**src/rtl/lkroute_pkg.sv**
```systemverilog
// lkroute_pkg: port encodings and sizing helpers shared by the lookahead router pipeline
package lkroute_pkg;

    localparam logic [2:0] P_LOCAL = 3'd0;
    localparam logic [2:0] P_EAST  = 3'd1;
    localparam logic [2:0] P_NORTH = 3'd2;
    localparam logic [2:0] P_WEST  = 3'd3;
    localparam logic [2:0] P_SOUTH = 3'd4;

    // ceil(log2(n)), never below 1 so a single-router dimension still gets a wire
    function automatic int log2(input int n);
        int r;
        r = 1;
        while ((1 << r) < n) r++;
        return r;
    endfunction

endpackage

```
**src/rtl/lkroute_dir_calc.sv**
```systemverilog
// lkroute_dir_calc: direction to take at router (i_x,i_y) to reach (i_dx,i_dy)
//   i_x, i_y   : router coordinates
//   i_dx, i_dy : destination coordinates
//   o_dir      : output port (LOCAL when arrived)
module lkroute_dir_calc
    import lkroute_pkg::*;
#(
    parameter int    NX         = 4,
    parameter int    NY         = 4,
    parameter string TOPOLOGY   = "MESH",
    parameter string ROUTE_NAME = "XY",
    localparam int   RXw        = log2(NX),
    localparam int   RYw        = log2(NY)
)(
    input  logic [RXw-1:0] i_x,
    input  logic [RYw-1:0] i_y,
    input  logic [RXw-1:0] i_dx,
    input  logic [RYw-1:0] i_dy,
    output logic [2:0]     o_dir
);

    localparam bit IS_TORUS = (TOPOLOGY == "TORUS");
    localparam bit IS_YX    = (ROUTE_NAME == "YX");

    int         w_dist_x;
    int         w_dist_y;
    logic [2:0] w_dir_x;
    logic [2:0] w_dir_y;

    // forward ring distance; a tie at exactly half the ring goes EAST/SOUTH
    assign w_dist_x = (int'(i_dx) >= int'(i_x)) ? int'(i_dx) - int'(i_x) : int'(i_dx) + NX - int'(i_x);
    assign w_dist_y = (int'(i_dy) >= int'(i_y)) ? int'(i_dy) - int'(i_y) : int'(i_dy) + NY - int'(i_y);

    assign w_dir_x = IS_TORUS ? ((w_dist_x == 0) ? P_LOCAL : (w_dist_x <= NX / 2) ? P_EAST : P_WEST)
                              : ((i_dx > i_x) ? P_EAST : (i_dx < i_x) ? P_WEST : P_LOCAL);
    assign w_dir_y = IS_TORUS ? ((w_dist_y == 0) ? P_LOCAL : (w_dist_y <= NY / 2) ? P_SOUTH : P_NORTH)
                              : ((i_dy > i_y) ? P_SOUTH : (i_dy < i_y) ? P_NORTH : P_LOCAL);

    assign o_dir = IS_YX ? ((w_dir_y != P_LOCAL) ? w_dir_y : w_dir_x)
                         : ((w_dir_x != P_LOCAL) ? w_dir_x : w_dir_y);

endmodule

```
**src/rtl/lkroute_pipe.sv**
```systemverilog
// lkroute_pipe: two-stage lookahead route computation (next-router port) with DfD trace
//   clk, reset                  : clock, synchronous active-high reset
//   current_rx, current_ry      : this router's coordinates
//   in_valid/in_ready           : request handshake; in_dest_e_addr={ey,ex}, in_destport, in_tag
//   out_valid/out_ready         : result handshake; out_lkdestport, out_tag, out_err
//   trigger, trace              : pulse after an illegal request is accepted; counters/last-error word
module lkroute_pipe
    import lkroute_pkg::*;
#(
    parameter int    NX         = 4,
    parameter int    NY         = 4,
    parameter string TOPOLOGY   = "MESH",
    parameter string ROUTE_NAME = "XY",
    parameter int    TAGw       = 2,
    localparam int   RXw        = log2(NX),
    localparam int   RYw        = log2(NY),
    localparam int   EAw        = RXw + RYw
)(
    input  logic            clk,
    input  logic            reset,
    input  logic [RXw-1:0]  current_rx,
    input  logic [RYw-1:0]  current_ry,
    input  logic            in_valid,
    output logic            in_ready,
    input  logic [EAw-1:0]  in_dest_e_addr,
    input  logic [2:0]      in_destport,
    input  logic [TAGw-1:0] in_tag,
    output logic            out_valid,
    input  logic            out_ready,
    output logic [2:0]      out_lkdestport,
    output logic [TAGw-1:0] out_tag,
    output logic            out_err,
    output logic            trigger,
    output logic [31:0]     trace
);

    localparam bit             IS_TORUS = (TOPOLOGY == "TORUS");
    localparam logic [RXw-1:0] X_MAX    = RXw'(NX - 1);
    localparam logic [RYw-1:0] Y_MAX    = RYw'(NY - 1);

    logic [RXw-1:0]  w_ex;
    logic [RYw-1:0]  w_ey;
    logic            w_ex_ok;
    logic            w_ey_ok;
    logic [RXw-1:0]  w_nx;
    logic [RYw-1:0]  w_ny;
    logic            w_off_edge;
    logic            w_illegal;
    logic            w_s2_load;
    logic            w_accept;
    logic [2:0]      w_dir;

    logic            r_s1_valid;
    logic [RXw-1:0]  r_s1_nx;
    logic [RYw-1:0]  r_s1_ny;
    logic [RXw-1:0]  r_s1_ex;
    logic [RYw-1:0]  r_s1_ey;
    logic [TAGw-1:0] r_s1_tag;
    logic            r_s1_err;
    logic            r_s2_valid;
    logic [2:0]      r_s2_port;
    logic [TAGw-1:0] r_s2_tag;
    logic            r_s2_err;
    logic            r_trigger;
    logic [15:0]     r_acc_cnt;
    logic [7:0]      r_err_cnt;
    logic [2:0]      r_last_err_port;
    logic [1:0]      r_last_err_ok;

    assign w_ex    = in_dest_e_addr[RXw-1:0];
    assign w_ey    = in_dest_e_addr[EAw-1:RXw];
    assign w_ex_ok = int'(w_ex) < NX;
    assign w_ey_ok = int'(w_ey) < NY;

    // coordinates always wrap; in a mesh a wrapping step is flagged illegal instead
    assign w_nx = (in_destport == P_EAST) ? ((current_rx == X_MAX) ? '0 : current_rx + 1'b1)
                : (in_destport == P_WEST) ? ((current_rx == '0) ? X_MAX : current_rx - 1'b1)
                : current_rx;
    assign w_ny = (in_destport == P_SOUTH) ? ((current_ry == Y_MAX) ? '0 : current_ry + 1'b1)
                : (in_destport == P_NORTH) ? ((current_ry == '0) ? Y_MAX : current_ry - 1'b1)
                : current_ry;

    assign w_off_edge = !IS_TORUS && ((in_destport == P_EAST  && current_rx == X_MAX) ||
                                      (in_destport == P_WEST  && current_rx == '0)    ||
                                      (in_destport == P_NORTH && current_ry == '0)    ||
                                      (in_destport == P_SOUTH && current_ry == Y_MAX));

    assign w_illegal = !w_ex_ok || !w_ey_ok || (in_destport > P_SOUTH) || w_off_edge ||
                       (in_destport == P_LOCAL && (w_ex != current_rx || w_ey != current_ry));

    assign w_s2_load = !r_s2_valid || out_ready;
    assign in_ready  = !reset && (!r_s1_valid || w_s2_load);
    assign w_accept  = in_valid && in_ready;

    lkroute_dir_calc #(
        .NX         (NX),
        .NY         (NY),
        .TOPOLOGY   (TOPOLOGY),
        .ROUTE_NAME (ROUTE_NAME)
    ) u_dir_calc (
        .i_x   (r_s1_nx),
        .i_y   (r_s1_ny),
        .i_dx  (r_s1_ex),
        .i_dy  (r_s1_ey),
        .o_dir (w_dir)
    );

    always_ff @(posedge clk) begin
        if (reset) begin
            r_s1_valid <= 1'b0;
            r_s1_nx    <= '0;
            r_s1_ny    <= '0;
            r_s1_ex    <= '0;
            r_s1_ey    <= '0;
            r_s1_tag   <= '0;
            r_s1_err   <= 1'b0;
            r_s2_valid <= 1'b0;
            r_s2_port  <= P_LOCAL;
            r_s2_tag   <= '0;
            r_s2_err   <= 1'b0;
        end else begin
            if (in_ready) begin
                r_s1_valid <= in_valid;
                r_s1_nx    <= w_nx;
                r_s1_ny    <= w_ny;
                r_s1_ex    <= w_ex;
                r_s1_ey    <= w_ey;
                r_s1_tag   <= in_tag;
                r_s1_err   <= w_illegal;
            end
            if (w_s2_load) begin
                r_s2_valid <= r_s1_valid;
                r_s2_port  <= r_s1_err ? P_LOCAL : w_dir;
                r_s2_tag   <= r_s1_tag;
                r_s2_err   <= r_s1_err;
            end
        end
    end

    always_ff @(posedge clk) begin
        if (reset) begin
            r_trigger       <= 1'b0;
            r_acc_cnt       <= '0;
            r_err_cnt       <= '0;
            r_last_err_port <= '0;
            r_last_err_ok   <= '0;
        end else begin
            r_trigger <= w_accept && w_illegal;
            if (w_accept)
                r_acc_cnt <= (&r_acc_cnt) ? r_acc_cnt : r_acc_cnt + 1'b1;
            if (w_accept && w_illegal) begin
                r_err_cnt       <= (&r_err_cnt) ? r_err_cnt : r_err_cnt + 1'b1;
                r_last_err_port <= in_destport;
                r_last_err_ok   <= {w_ex_ok, w_ey_ok};
            end
        end
    end

    // outputs are forced quiet for the whole reset window, not just after the first edge
    assign out_valid      = !reset && r_s2_valid;
    assign out_lkdestport = reset ? P_LOCAL : r_s2_port;
    assign out_tag        = reset ? '0 : r_s2_tag;
    assign out_err        = !reset && r_s2_err;
    assign trigger        = !reset && r_trigger;
    assign trace          = reset ? '0 : {r_err_cnt, r_acc_cnt, r_last_err_port, r_last_err_ok, 3'b000};

endmodule

```
**config.mk**
```make
export PLATFORM = sky130hd
export DESIGN_NAME = lkroute_pipe
export DESIGN_NICKNAME = d
export VERILOG_FILES = /design/src/rtl/lkroute_pkg.sv /design/src/rtl/lkroute_dir_calc.sv /design/src/rtl/lkroute_pipe.sv
export SDC_FILE = /design/constraint.sdc
export NUM_CORES = 1
export LEC_CHECK = 0
export CAP_MARGIN = 25
export CORE_UTILIZATION = 45
export CTS_CLUSTER_DIAMETER = 120
export DETAILED_ROUTE_END_ITERATION = 7
export PLACE_DENSITY = 0.8
export SETUP_SLACK_MARGIN = 0.2
export SKIP_CTS_REPAIR_TIMING = 1
export SLEW_MARGIN = 20
export SYNTH_ARGS = -nofsm -noshare
export SYNTH_HDL_FRONTEND = slang
export SYNTH_SLANG_ARGS = --single-unit
```
**constraint.sdc**
```tcl
create_clock -name clk -period 2.5 [get_ports clk]
set_clock_uncertainty 0.05 [all_clocks]
set_input_delay 0.75 -clock clk [delete_from_list [all_inputs] [get_ports clk]]
set_output_delay 0.75 -clock clk [all_outputs]
set_load 0.05 [all_outputs]
```
After elaboration in Yosys (flattened, before gate mapping)
Cells that the tools add are included.
{"block": "totals", "ff_bits": 48, "inputBits": 17, "output_inout_bits": 41, "word_cells": 84}
{"block": "op_classes", "addsub": 6, "order_cmp": 5, "eq_ne": 8, "muxes": 17, "bitwise": 2, "reduce_logical": 30}
{"operator": "two-way mux 32 bit", "n": 1}
{"operator": "two-way mux 2 bit", "n": 11}
{"operator": "adder 16 x 1 -> 16 bit (second input constant)", "n": 1}
{"operator": "AND reduction 16 bit", "n": 1}
{"operator": "two-way mux 3 bit", "n": 5}
{"operator": "logical AND 1 bit", "n": 11}
{"operator": "adder 8 x 1 -> 8 bit (second input constant)", "n": 1}
{"operator": "logical OR 1 bit", "n": 8}
{"operator": "AND reduction 8 bit", "n": 1}
{"operator": "equality test 3 x 2 -> 1 bit (second input constant)", "n": 2}
{"operator": "adder 2 x 1 -> 2 bit (second input constant)", "n": 2}
{"operator": "equality test 2 bit (second input constant)", "n": 2}
{"operator": "greater-than comparator 2 bit", "n": 2}
{"operator": "logical NOT 2 bit", "n": 2}
{"operator": "less-than comparator 2 bit", "n": 2}
{"operator": "!= test 2 bit", "n": 2}
{"operator": "AND reduction 2 bit", "n": 2}
{"operator": "subtractor 2 x 1 -> 2 bit (second input constant)", "n": 2}
{"operator": "equality test 3 x 1 -> 1 bit (second input constant)", "n": 1}
{"operator": "equality test 3 bit (second input constant)", "n": 1}
{"operator": "greater-than comparator 3 bit (second input constant)", "n": 1}
{"operator": "logical NOT 1 bit", "n": 3}
{"operator": "logical NOT 3 bit", "n": 1}
{"operator": "nonzero test 3 bit", "n": 1}
{"operator": "NOT 1 bit", "n": 2}

Depth between registers and ports, before layout
Gate-level depths: netlist of run 1.
{"block": "depth", "word_depth": 9, "mapped_depth": 8}

Modules after synthesis
From an unflattened synthesis of run 1, not the netlist that was laid out.
{"block": "hier_totals", "hier_cells": 314, "hier_area_um2": 2743.9}
{"mod": "lkroute_pipe", "instances": 1, "cells_each": 297, "area_each_um2": 2605.0, "seq_area_each_um2": 960.9}
{"mod": "lkroute_dir_calc", "instances": 1, "cells_each": 17, "area_each_um2": 138.9, "seq_area_each_um2": 0.0}

Least setup slack after synthesis of run 1
OpenSTA, ideal clock, no wires.
{"block": "synth_timing", "path_kind": "input -> output", "start": "in reset", "end": "out trace[4]", "arrival_time_ns": 2.193, "required_time_ns": 1.700, "path_slack_ns": -0.493, "stages": 4, "path_buffers": 3, "cell_sequence": "buf_2 -> clkbuf_1 -> nor2b_1 -> buf_4"}
{"block": "synth_between", "elab_chain_len": 1}
{"element": "start, declared", "line": "lkroute_pipe.sv:20", "source": "input logic reset,"}
{"element": "two-way mux 32 bit", "line": "lkroute_pipe.sv:165", "source": "assign trace = reset ? '0 : {r_err_cnt, r_acc_cnt, r_last_err_port, r_last_err_ok, 3'b000};"}
{"element": "end, declared", "line": "lkroute_pipe.sv:34", "source": "output logic [31:0] trace"}
Every way passes these cells.

Worst setup path in the final report of run 1
{"block": "layout_timing", "start": "in reset", "end": "out trace[31]"}
The elaborated chain is that of the path after synthesis.

==> reports/summary.log, run 1 <==
INFO  route          first_pass_iters=5
INFO  cts            worstSkewPairLatency=300ps
INFO  cells_and_area area.growth.synth_to_final=47.7%
INFO  route          dr_total_vias=2,383
INFO  min_path       worst_hold_path_type=register to register
INFO  cts            clkTransAtPathRegs=80ps
INFO  route          vias_per_cell=5.17
INFO  logic_synthesis post_synth_num_cell_types=51
INFO  cells_and_area antenna_cells=0
INFO  floorplan      fp-row-count=27
INFO  critical_path  worstSetupPathType=input port to primary output
INFO  cells_and_area layoutNonFillerInstCount=461
INFO  logic_synthesis syn_area=0.00263sqmm
INFO  cts            ctsLongestPathBuffers=2
INFO  route          avgRoutedWirePerCell=13.0um
INFO  sta            post-route-min-period=2230ps
INFO  place          gp_congestion=0.819
INFO  run            cap_violations=0
INFO  logic_synthesis largest_family_of_logic_cells_by_synthesized_area=simple AND/OR/NAND/NOR gates
INFO  global_route   gr-usage-met2=37.9%
INFO  critical_path  cp_data_arrival_time=1430ps
INFO  cts            cts-root-buf=sky130_fd_sc_hd__clkbuf_8
INFO  sta            worst_margin_slew=588ps
INFO  route          number_of_nets_still_failing_antenna_checks_after_routing=0
INFO  global_route   groute.layer.met3.usage=4.19%
INFO  place          detailed_place.area=0.00370sqmm
INFO  pwr            pwr_density_cell=446mW/mm^2
INFO  logic_synthesis post_synth.cell_area_avg=8.39squm
INFO  logic_synthesis synthSimpleGateAreaFrac=28.0%
INFO  cts            cts_tree=done
INFO  cts            cts_buffers=5
INFO  route          routed_wl=5980um
INFO  route          first_iter_violations=98
INFO  global_route   grt_usage=20.7%
INFO  floorplan      dieArea=0.00615sqmm
INFO  global_route   grt_pass1_wl=10,100um
INFO  cells_and_area final_core_density=69.6%
INFO  cts            htree_num_levels=2
INFO  pwr            peakVddDrop=0.000278V
INFO  logic_synthesis synthCells=313
INFO  outcome        outcome=completed
INFO  critical_path  worstPathMaxFanout=26
INFO  cells_and_area final_net_count=415
INFO  logic_synthesis synthXorXnorAreaFrac=3.33%
INFO  sta            hold_slack=404ps
INFO  logic_synthesis synth-compound-area-share=10.9%
INFO  sta            slew_viol_final=0
INFO  cts            cts_num_sinks=48
INFO  sta            fmax=449MHz
INFO  floorplan      core_area=0.00557sqmm
INFO  sta            grt_setup_unrepaired=false
INFO  critical_path  critPathLaunchType=input port
INFO  global_route   grt_use_met1=23.8%
INFO  cells_and_area final_cell_area=0.00388sqmm
INFO  pwr            report.power.total=1.73mW
INFO  logic_synthesis synth_enable_flop_cells=0
INFO  logic_synthesis synth_top_flop_cell=sky130_fd_sc_hd__dfxtp_1
INFO  logic_synthesis synth_seq_area_share=36.6%
INFO  floorplan      initial_standard_cell_utilization_of_the_core=47.1%
INFO  place          port_buffers=54
INFO  floorplan      dieHeight=78.4um
INFO  global_route   number_of_antenna_violations_at_the_first_check_in_global_routing=0
INFO  floorplan      dieWidth=78.4um
INFO  place          place_inst=452
INFO  sta            finalSetupViolCount=0
INFO  route          post-route-drc-count=0
INFO  logic_synthesis register_bit_total_from_synthesis=48
INFO  logic_synthesis synth_adder_area_share=4.76%
INFO  place          detailedPlacementHpwl=4550um
INFO  floorplan      io-pin-count=58
INFO  sta            post-route-worst-setup-slack=274ps
INFO  sta            hold_viol=0
INFO  sta            fin_tns_setup=0ps
INFO  logic_synthesis ys.warnings.count=0
INFO  pwr            cellLeakagePower=1.65nW
INFO  global_route   gr-max-usage-layer=met2
INFO  critical_path  r2r_slack=470ps
INFO  global_route   grt_max_degree=27
INFO  place          pre_cts_slack=-343ps
INFO  critical_path  required=1700ps
INFO  logic_synthesis muxShareOfSynthArea=9.33%
INFO  global_route   grt_pass1_vias=2,326
INFO  critical_path  worstSetupEndpointType=primary output
INFO  cells_and_area layout-drive-gt1-share=35.5%
INFO  global_route   gr-total-overflow=0
INFO  logic_synthesis async_reset_ff_share=0%
INFO  sta            timing.final.crit_share=89.0%
INFO  sta            worst_slew_margin_rel=60.5%
cell families (layout without fill, tap and decap cells):
| logic type | Yosys count | in the layout |
|---|---|---|
| AOI/OAI and AO/OA | 42 | 42 |
| xor gates and xnor gates | 10 | 10 |
| adders and majority gates | 10 | 10 |
| buffers and inverters | 39 | 113 |
| DFF | 48 | 48 |
| muxes | 21 | 21 |
| other | 1 | 3 |
| and+or+nand+nor | 142 | 142 |
cell usage after synthesis, types with 5 or more instances:
| cell type | instances | area, sq um |
|---|---|---|
| sky130_fd_sc_hd__nand2_1 | 24 | 90.1 |
| sky130_fd_sc_hd__o21ai_0 | 5 | 25.0 |
| sky130_fd_sc_hd__nand4_1 | 5 | 31.3 |
| sky130_fd_sc_hd__inv_1 | 20 | 75.1 |
| sky130_fd_sc_hd__xnor2_1 | 6 | 52.6 |
| sky130_fd_sc_hd__nor2_1 | 40 | 150 |
| sky130_fd_sc_hd__nor2b_1 | 32 | 200 |
| sky130_fd_sc_hd__clkbuf_1 | 6 | 22.5 |
| sky130_fd_sc_hd__nand3_1 | 11 | 55.1 |
| sky130_fd_sc_hd__a21oi_1 | 14 | 70.1 |
| sky130_fd_sc_hd__mux2_2 | 12 | 135 |
| sky130_fd_sc_hd__nor3_1 | 9 | 45.0 |
| sky130_fd_sc_hd__dfxtp_1 | 48 | 961 |
| sky130_fd_sc_hd__ha_1 | 10 | 125 |
| sky130_fd_sc_hd__mux2i_1 | 5 | 50.1 |
layout make-up:
type	count	area, sq um
inverters	20	75.1
repair buffers	85	942
well taps	72	90.1
fillers	433	1690
clock inverters	3	42.5
flip-flops and latches	48	961
multi-input cells	228	1700
clock buffers	5	68.8
cells in the final DEF (no fill, tap or decap), types with 2 or more instances in the layout:
| master | netlist | final |
|---|---|---|
| sky130_fd_sc_hd__mux2_2 | 12 | 12 |
| sky130_fd_sc_hd__nand4_1 | 5 | 5 |
| sky130_fd_sc_hd__nand3b_1 | 3 | 3 |
| sky130_fd_sc_hd__xnor2_1 | 6 | 6 |
| sky130_fd_sc_hd__buf_4 | 4 | 48 |
| sky130_fd_sc_hd__nor2b_1 | 32 | 7 |
| sky130_fd_sc_hd__nand3_1 | 11 | 11 |
| sky130_fd_sc_hd__and3_1 | 3 | 3 |
| sky130_fd_sc_hd__ha_1 | 10 | 10 |
| sky130_fd_sc_hd__a21oi_1 | 14 | 14 |
| sky130_fd_sc_hd__xor2_1 | 4 | 4 |
| sky130_fd_sc_hd__nor2b_2 | 0 | 7 |
| sky130_fd_sc_hd__a211oi_1 | 4 | 4 |
| sky130_fd_sc_hd__buf_6 | 2 | 3 |
| sky130_fd_sc_hd__mux2_4 | 4 | 4 |
| sky130_fd_sc_hd__nand2_1 | 24 | 24 |
| sky130_fd_sc_hd__nand3_2 | 2 | 2 |
| sky130_fd_sc_hd__buf_12 | 0 | 18 |
| sky130_fd_sc_hd__clkdlybuf4s50_1 | 0 | 3 |
| sky130_fd_sc_hd__nor2_2 | 0 | 6 |
| sky130_fd_sc_hd__mux2i_1 | 5 | 5 |
| sky130_fd_sc_hd__conb_1 | 1 | 3 |
| sky130_fd_sc_hd__dlymetal6s2s_1 | 0 | 11 |
| sky130_fd_sc_hd__a31oi_1 | 3 | 3 |
| sky130_fd_sc_hd__and4_1 | 2 | 2 |
| sky130_fd_sc_hd__nor2b_4 | 0 | 18 |
| sky130_fd_sc_hd__o21ai_0 | 5 | 5 |
| sky130_fd_sc_hd__nor3_1 | 9 | 9 |
| sky130_fd_sc_hd__a41oi_1 | 2 | 2 |
| sky130_fd_sc_hd__dfxtp_1 | 48 | 48 |
| sky130_fd_sc_hd__nor2_1 | 40 | 30 |
| sky130_fd_sc_hd__clkbuf_8 | 0 | 5 |
| sky130_fd_sc_hd__a22oi_1 | 2 | 2 |
| sky130_fd_sc_hd__nor4b_1 | 2 | 2 |
| sky130_fd_sc_hd__nor2_4 | 0 | 4 |
| sky130_fd_sc_hd__inv_1 | 20 | 20 |
registers in the layout (all words and copies together) (netlist names):
| name | flops |
|---|---|
| r_s2_valid | 1 |
| r_err_cnt | 8 |
| r_s1_tag | 2 |
| r_s1_ex | 2 |
| r_s1_ey | 2 |
| r_s2_err | 1 |
| r_s1_err | 1 |
| r_s2_tag | 2 |
| r_last_err_port | 3 |
| r_acc_cnt | 16 |
| r_s1_nx | 2 |
| r_s2_port | 3 |
| r_last_err_ok | 1 |
| r_s1_ny | 2 |
| r_trigger | 1 |
| r_s1_valid | 1 |
power by group:
| group | internal [mW] | switching (mW) |
|---|---|---|
| combinational | 0.167 | 0.192 |
| sequential | 0.798 | 0.0211 |
| clock | 0.296 | 0.258 |
| total | 1.26 | 0.471 |
layer usage:
metal	wire, um	part of all wire [%]	vias to the layer above
met5	0	0	-
met4	97	1.6	0
met3	232	3.9	11
met2	3040	51	51
met1	2610	44	1106
li1	-	-	1215
worst max-delay path, cell delays in order:
cell and delay, ps:
sky130_fd_sc_hd__buf_8 160, sky130_fd_sc_hd__buf_4 180, sky130_fd_sc_hd__nor2_2 110, sky130_fd_sc_hd__buf_4 210
worst paths after layout:
check / from / to / depth (start not counted)
setup / recovery: reset / trace[31] / 4
hold / removal: r_s1_ex[0] / r_s1_ex[0] / 2
setup reg to reg: r_acc_cnt[0] / r_acc_cnt[11] / 6
hold reg to reg: r_s1_ex[0] / r_s1_ex[0] / 2
Power figures use the tool's default switching activity.
==> run 2, diff against run 1 <==
Settings changed: CORE_MARGIN set to 2, GPL_ROUTABILITY_DRIVEN set to 0.
==> reports/summary.log, run 2 (synthesis gave the netlist of run 1 again) <==
INFO  cells_and_area reg.largest.list=r_acc_cnt (16), r_err_cnt (8)
INFO  sta            grt_setup_unrepaired=false
INFO  cells_and_area layout.cells.most_common_list=49 x sky130_fd_sc_hd__buf_4, 48 x sky130_fd_sc_hd__dfxtp_1, 30 x sky130_fd_sc_hd__nor2_1
INFO  pwr            peakVddDrop=0.000347V
INFO  critical_path  cp_data_arrival_time=2380ps
INFO  global_route   grt_pass1_wl=9700um
INFO  outcome        outcome=completed
INFO  cells_and_area final_net_count=414
INFO  critical_path  critPathLaunchType=input port
INFO  place          detailedPlacementHpwl=4540um
INFO  sta            fmax=444MHz
INFO  global_route   gr-total-overflow=0
INFO  sta            worst_slew_margin_rel=55.6%
INFO  floorplan      io-pin-count=58
INFO  pwr            clkPwrFrac=28.4%
INFO  pwr            power_frac_comb=22.5%
INFO  cells_and_area max_reg_flops=16
INFO  global_route   grt_max_degree=24
INFO  cts            worstSkewPairLatency=290ps
INFO  route          avgRoutedWirePerCell=13.1um
INFO  floorplan      initial_standard_cell_utilization_of_the_core=47.1%
INFO  cells_and_area register_bank_with_the_most_flops=r_acc_cnt
INFO  route          number_of_nets_still_failing_antenna_checks_after_routing=0
INFO  cells_and_area num-fill-cells=456
INFO  sta            fin_tns_setup=0ps
INFO  run            cap_violations=0
INFO  route          post-route-drc-count=0
INFO  sta            finalSetupViolCount=0
INFO  route          first_iter_violations=87
INFO  cts            cts_tree=done
INFO  pwr            cellLeakagePower=1.66nW
INFO  cts            cts-root-buf=sky130_fd_sc_hd__clkbuf_8
INFO  min_path       worst_hold_path_type=register to register
INFO  cts            htree_num_levels=2
INFO  floorplan      dieArea=0.00647sqmm
INFO  floorplan      fp-row-count=27
INFO  pwr            pwr_density_cell=430mW/mm^2
INFO  critical_path  required=2630ps
INFO  cts            ctsLongestPathBuffers=2
INFO  route          first_pass_iters=4
INFO  place          port_buffers=54
INFO  critical_path  worstSetupPathType=input port to register
INFO  floorplan      dieWidth=80.4um
INFO  cts            clkTransAtPathRegs=80ps
INFO  global_route   grt_usage=18.6%
INFO  route          dr_total_vias=2,396
INFO  sta            slew_viol_final=0
INFO  sta            worst_margin_slew=660ps
INFO  cells_and_area multi_input_area=0.00174sqmm
INFO  cells_and_area final_common_cell=sky130_fd_sc_hd__buf_4
INFO  global_route   number_of_antenna_violations_at_the_first_check_in_global_routing=0
INFO  cts            cts_num_sinks=48
INFO  cells_and_area layout-drive-gt1-share=35.6%
INFO  route          routed_wl=6010um
INFO  cells_and_area area.growth.synth_to_final=47.6%
INFO  pwr            power_frac_seq=49.0%
INFO  pwr            p_int=1.20mW
INFO  floorplan      dieHeight=80.4um
INFO  sta            hold_viol=0
INFO  cts            cts_buffers=5
INFO  cells_and_area final_core_density=69.6%
INFO  sta            post-route-min-period=2250ps
INFO  cells_and_area area.sequential=961squm
INFO  critical_path  worstPathMaxFanout=6
INFO  pwr            p_sw_share=27.9%
INFO  pwr            total_switching_power=466uW
INFO  floorplan      core_area=0.00557sqmm
INFO  critical_path  worstSetupEndpointType=register
INFO  sta            timing.final.crit_share=90.0%
INFO  global_route   grt_pass1_vias=2,202
INFO  pwr            report.power.total=1.67mW
INFO  route          vias_per_cell=5.21
INFO  cells_and_area antenna_cells=0
-- run 2: critical path, stage by stage --
cell	delay (ps)
sky130_fd_sc_hd__dlymetal6s2s_1	180
sky130_fd_sc_hd__inv_2	90
sky130_fd_sc_hd__ha_1	170
sky130_fd_sc_hd__mux2i_1	80
sky130_fd_sc_hd__a211o_1	320
sky130_fd_sc_hd__a21oi_4	200
sky130_fd_sc_hd__buf_4	150
sky130_fd_sc_hd__clkbuf_16	130
sky130_fd_sc_hd__mux2_2	320
-- run 2: layer usage --
metal / GRT usage, % / part of all wire (%) / vias up
li1: - / - / 1213
met1: 24.2 / 45 / 1120
met2: 30.8 / 51 / 59
met3: 3.82 / 4.1 / 4
met4: 6.10 / 0.63 / 0
met5: 0 / 0 / -
-- run 2: final timing paths --
kind | start | to | slack, ps | cells after the start
setup / recovery | current_rx[0] | r_last_err_port[2] | 250 | 9
hold / removal | r_s1_tag[0] | r_s1_tag[0] | 410 | 2
setup reg to reg | r_acc_cnt[9] | r_acc_cnt[11] | 430 | 5
hold reg to reg | r_s1_tag[0] | r_s1_tag[0] | 410 | 2
-- run 2: final cells by class --
cell class,count,share of cell area [%]
clock buffers,8,2.32
inverters,20,1.94
multi-input cells,228,44.8
flip-flops and latches,48,24.8
well taps,72,2.32
repair buffers,84,23.9
-- run 2: power by group through the flow --
stage / Sequential (mW) / Combinational, mW / Clock (mW)
floorplan: 0.829 / 0.247 / 0
global placement: 0.833 / 0.349 / 0
detailed placement: 0.835 / 0.357 / 0
CTS: 0.818 / 0.359 / 0.487
global route: 0.822 / 0.403 / 0.519
finish: 0.818 / 0.376 / 0.474
-- run 2: through the flow --
stage / cells / instance area, sq um / setup slack, ps / hold slack, ps
3_5_place_dp: 450 / 3650 / -351 / 400
6_report: 460 / 3880 / 250 / 410
3_3_place_gp: 450 / 3650 / -270 / 389
5_1_grt: 460 / 3880 / 179 / 432
2_1_floorplan: 315 / 2930 / 102 / 381
4_1_cts: 458 / 3740 / -65.4 / 412
==> run 3, diff against run 2 <==
Settings changed: CELL_PAD_IN_SITES_DETAIL_PLACEMENT set to 1, CELL_PAD_IN_SITES_GLOBAL_PLACEMENT set to 2, CORE_UTILIZATION 45 to 32, PLACE_DENSITY 0.8 to 0.9.
Clock period 2.5 ns to 2.9 ns, I/O delays scaled along.
==> reports/summary.log, run 3 (synthesis gave the netlist of run 1 again) <==
INFO  floorplan      core_area=0.00809sqmm
INFO  cts            clkTransAtPathRegs=90ps
INFO  critical_path  r2r_end=r_acc_cnt[11]
INFO  place          place_inst=474
INFO  floorplan      io-pin-count=58
INFO  global_route   grt_pass1_vias=2,424
INFO  critical_path  r2r_slack=830ps
INFO  critical_path  worstSetupPathType=input port to register
INFO  route          first_iter_violations=47
INFO  place          port_buffers=54
INFO  cells_and_area final_net_count=403
INFO  place          pre_cts_slack=-114ps
INFO  place          detailed_place.area=0.00389sqmm
INFO  sta            hold_viol=0
INFO  route          vias_per_cell=4.85
INFO  cells_and_area reg.largest.list=r_acc_cnt (16), r_err_cnt (8)
INFO  global_route   number_of_antenna_violations_at_the_first_check_in_global_routing=0
INFO  sta            slew_viol_final=0
INFO  cts            cts_tree=done
INFO  route          routed_wl=6670um
INFO  min_path       hold-path-cell-count=2
INFO  min_path       worst_hold_path_type=register to register
INFO  floorplan      dieWidth=94.6um
INFO  critical_path  cp_slowest_cell=sky130_fd_sc_hd__clkdlybuf4s50_1
INFO  cts            cts_num_sinks=48
INFO  sta            fmax=381MHz
INFO  min_path       worstHoldStart=r_s1_ey[0]
INFO  cts            ctsLongestPathBuffers=2
INFO  route          first_pass_iters=4
INFO  cells_and_area layout.cells.most_common_list=48 x sky130_fd_sc_hd__dfxtp_1, 39 x sky130_fd_sc_hd__buf_12, 36 x sky130_fd_sc_hd__nor2_1
INFO  sta            worst_margin_slew=499ps
INFO  global_route   grt_usage=16.2%
INFO  floorplan      fp-row-count=33
INFO  pwr            pwr_density_cell=372mW/mm^2
INFO  cells_and_area layoutNonFillerInstCount=482
INFO  cells_and_area layout-drive-gt1-share=30.8%
INFO  critical_path  worstSetupEndpointType=register
INFO  pwr            report.power.total=1.50mW
INFO  critical_path  critical_path.cell_chain=clkdlybuf4s50_1 -> mux2i_1 -> a211o_1 -> a21oi_2 -> buf_12 -> nand4b_1 -> mux2_2
INFO  cells_and_area antenna_cells=0
INFO  outcome        outcome=completed
INFO  run            cap_violations=0
INFO  place          detailedPlacementHpwl=5130um
INFO  sta            timing.final.crit_share=90.6%
INFO  critical_path  critPathLaunchType=input port
INFO  global_route   grt_max_degree=43
INFO  cells_and_area area.growth.synth_to_final=53.2%
INFO  critical_path  critical-path-max-stage-delay=640ps
INFO  pwr            peakVddDrop=0.000224V
INFO  global_route   gr-total-overflow=0
INFO  global_route   grt_pass1_wl=11,500um
INFO  sta            post-route-min-period=2630ps
INFO  sta            post-route-worst-setup-slack=274ps
INFO  cts            worstSkewPairLatency=310ps
INFO  sta            fin_tns_setup=0ps
INFO  sta            hold_slack=406ps
INFO  critical_path  reg2reg_from=r_acc_cnt[8]
INFO  critical_path  worstPathMaxFanout=13
INFO  min_path       hold_path_end=r_s1_ey[0]
INFO  cells_and_area final_common_cell=sky130_fd_sc_hd__dfxtp_1
INFO  sta            grt_setup_unrepaired=false
INFO  floorplan      dieHeight=94.6um
INFO  sta            worst_slew_margin_rel=66.4%
INFO  pwr            cellLeakagePower=1.59nW
INFO  sta            finalSetupViolCount=0
INFO  critical_path  required=3040ps
INFO  cts            cts_buffers=5
INFO  cts            htree_num_levels=2
INFO  route          post-route-drc-count=0
INFO  floorplan      dieArea=0.00895sqmm
INFO  floorplan      initial_standard_cell_utilization_of_the_core=32.5%
INFO  route          dr_total_vias=2,337
INFO  route          avgRoutedWirePerCell=13.8um
INFO  critical_path  cp_data_arrival_time=2770ps
INFO  critical_path  rr_worst_depth=5
INFO  cells_and_area final_cell_area=0.00403sqmm
INFO  cells_and_area max_reg_flops=16
INFO  route          number_of_nets_still_failing_antenna_checks_after_routing=0
INFO  cells_and_area register_bank_with_the_most_flops=r_acc_cnt
INFO  cells_and_area final_core_density=49.8%
INFO  cts            cts-root-buf=sky130_fd_sc_hd__clkbuf_8
-- run 3: cell types whose count changed in the layout (fill, tap and decap cells not counted), moves of 6 or more --
cell and change:
sky130_fd_sc_hd__buf_12 +24, sky130_fd_sc_hd__buf_4 -32, sky130_fd_sc_hd__clkdlybuf4s50_1 +7, sky130_fd_sc_hd__dlymetal6s2s_1 -7, sky130_fd_sc_hd__nor2_1 +6
-- run 3: critical path: cells and delay by family --
family	cells	cell delay (ps)
muxes	2	430
and+or+nand+nor	1	110
buffers and inverters	2	810
AOI/OAI and AO/OA	2	540
-- run 3: layer usage --
metal | part of all wire, % | wire, um | vias to the layer above | track usage [%]
met3 | 4.6 | 309 | 5 | 4.63
met1 | 44 | 2900 | 1116 | 19.5
met2 | 51 | 3380 | 30 | 27.7
met5 | 0 | 0 | - | 0
met4 | 1.0 | 70 | 0 | 5.07
li1 | - | - | 1186 | -
-- run 3: cell type report --
class / count / area [sq um]
flip-flops and latches: 48 / 961
fillers: 909 / 4070
repair buffers: 73 / 1100
inverters: 20 / 75.1
multi-input cells: 228 / 1650
well taps: 105 / 131
clock inverters: 3 / 42.5
clock buffers: 5 / 68.8
-- run 3: power breakdown --
part / internal [mW] / switching [mW] / total, mW
registers: 0.688 / 0.0164 / 0.704
logic: 0.147 / 0.162 / 0.309
clock network: 0.255 / 0.231 / 0.487
total: 1.09 / 0.409 / 1.50
-- run 3: worst max-delay path by stage --
stage / slack [ps] / from / endpoint / cells past startpoint
final: 270 / in_destport[1] / r_err_cnt[4] / 7
after global routing: 240 / in_destport[1] / r_err_cnt[4] / 7
after CTS: 60 / out_ready / in_ready / 5
after detailed placement: -110 / current_rx[0] / r_err_cnt[4] / 9
after global placement: -30 / current_rx[0] / r_err_cnt[4] / 9
after floorplan: 40 / reset / trace[7] / 3
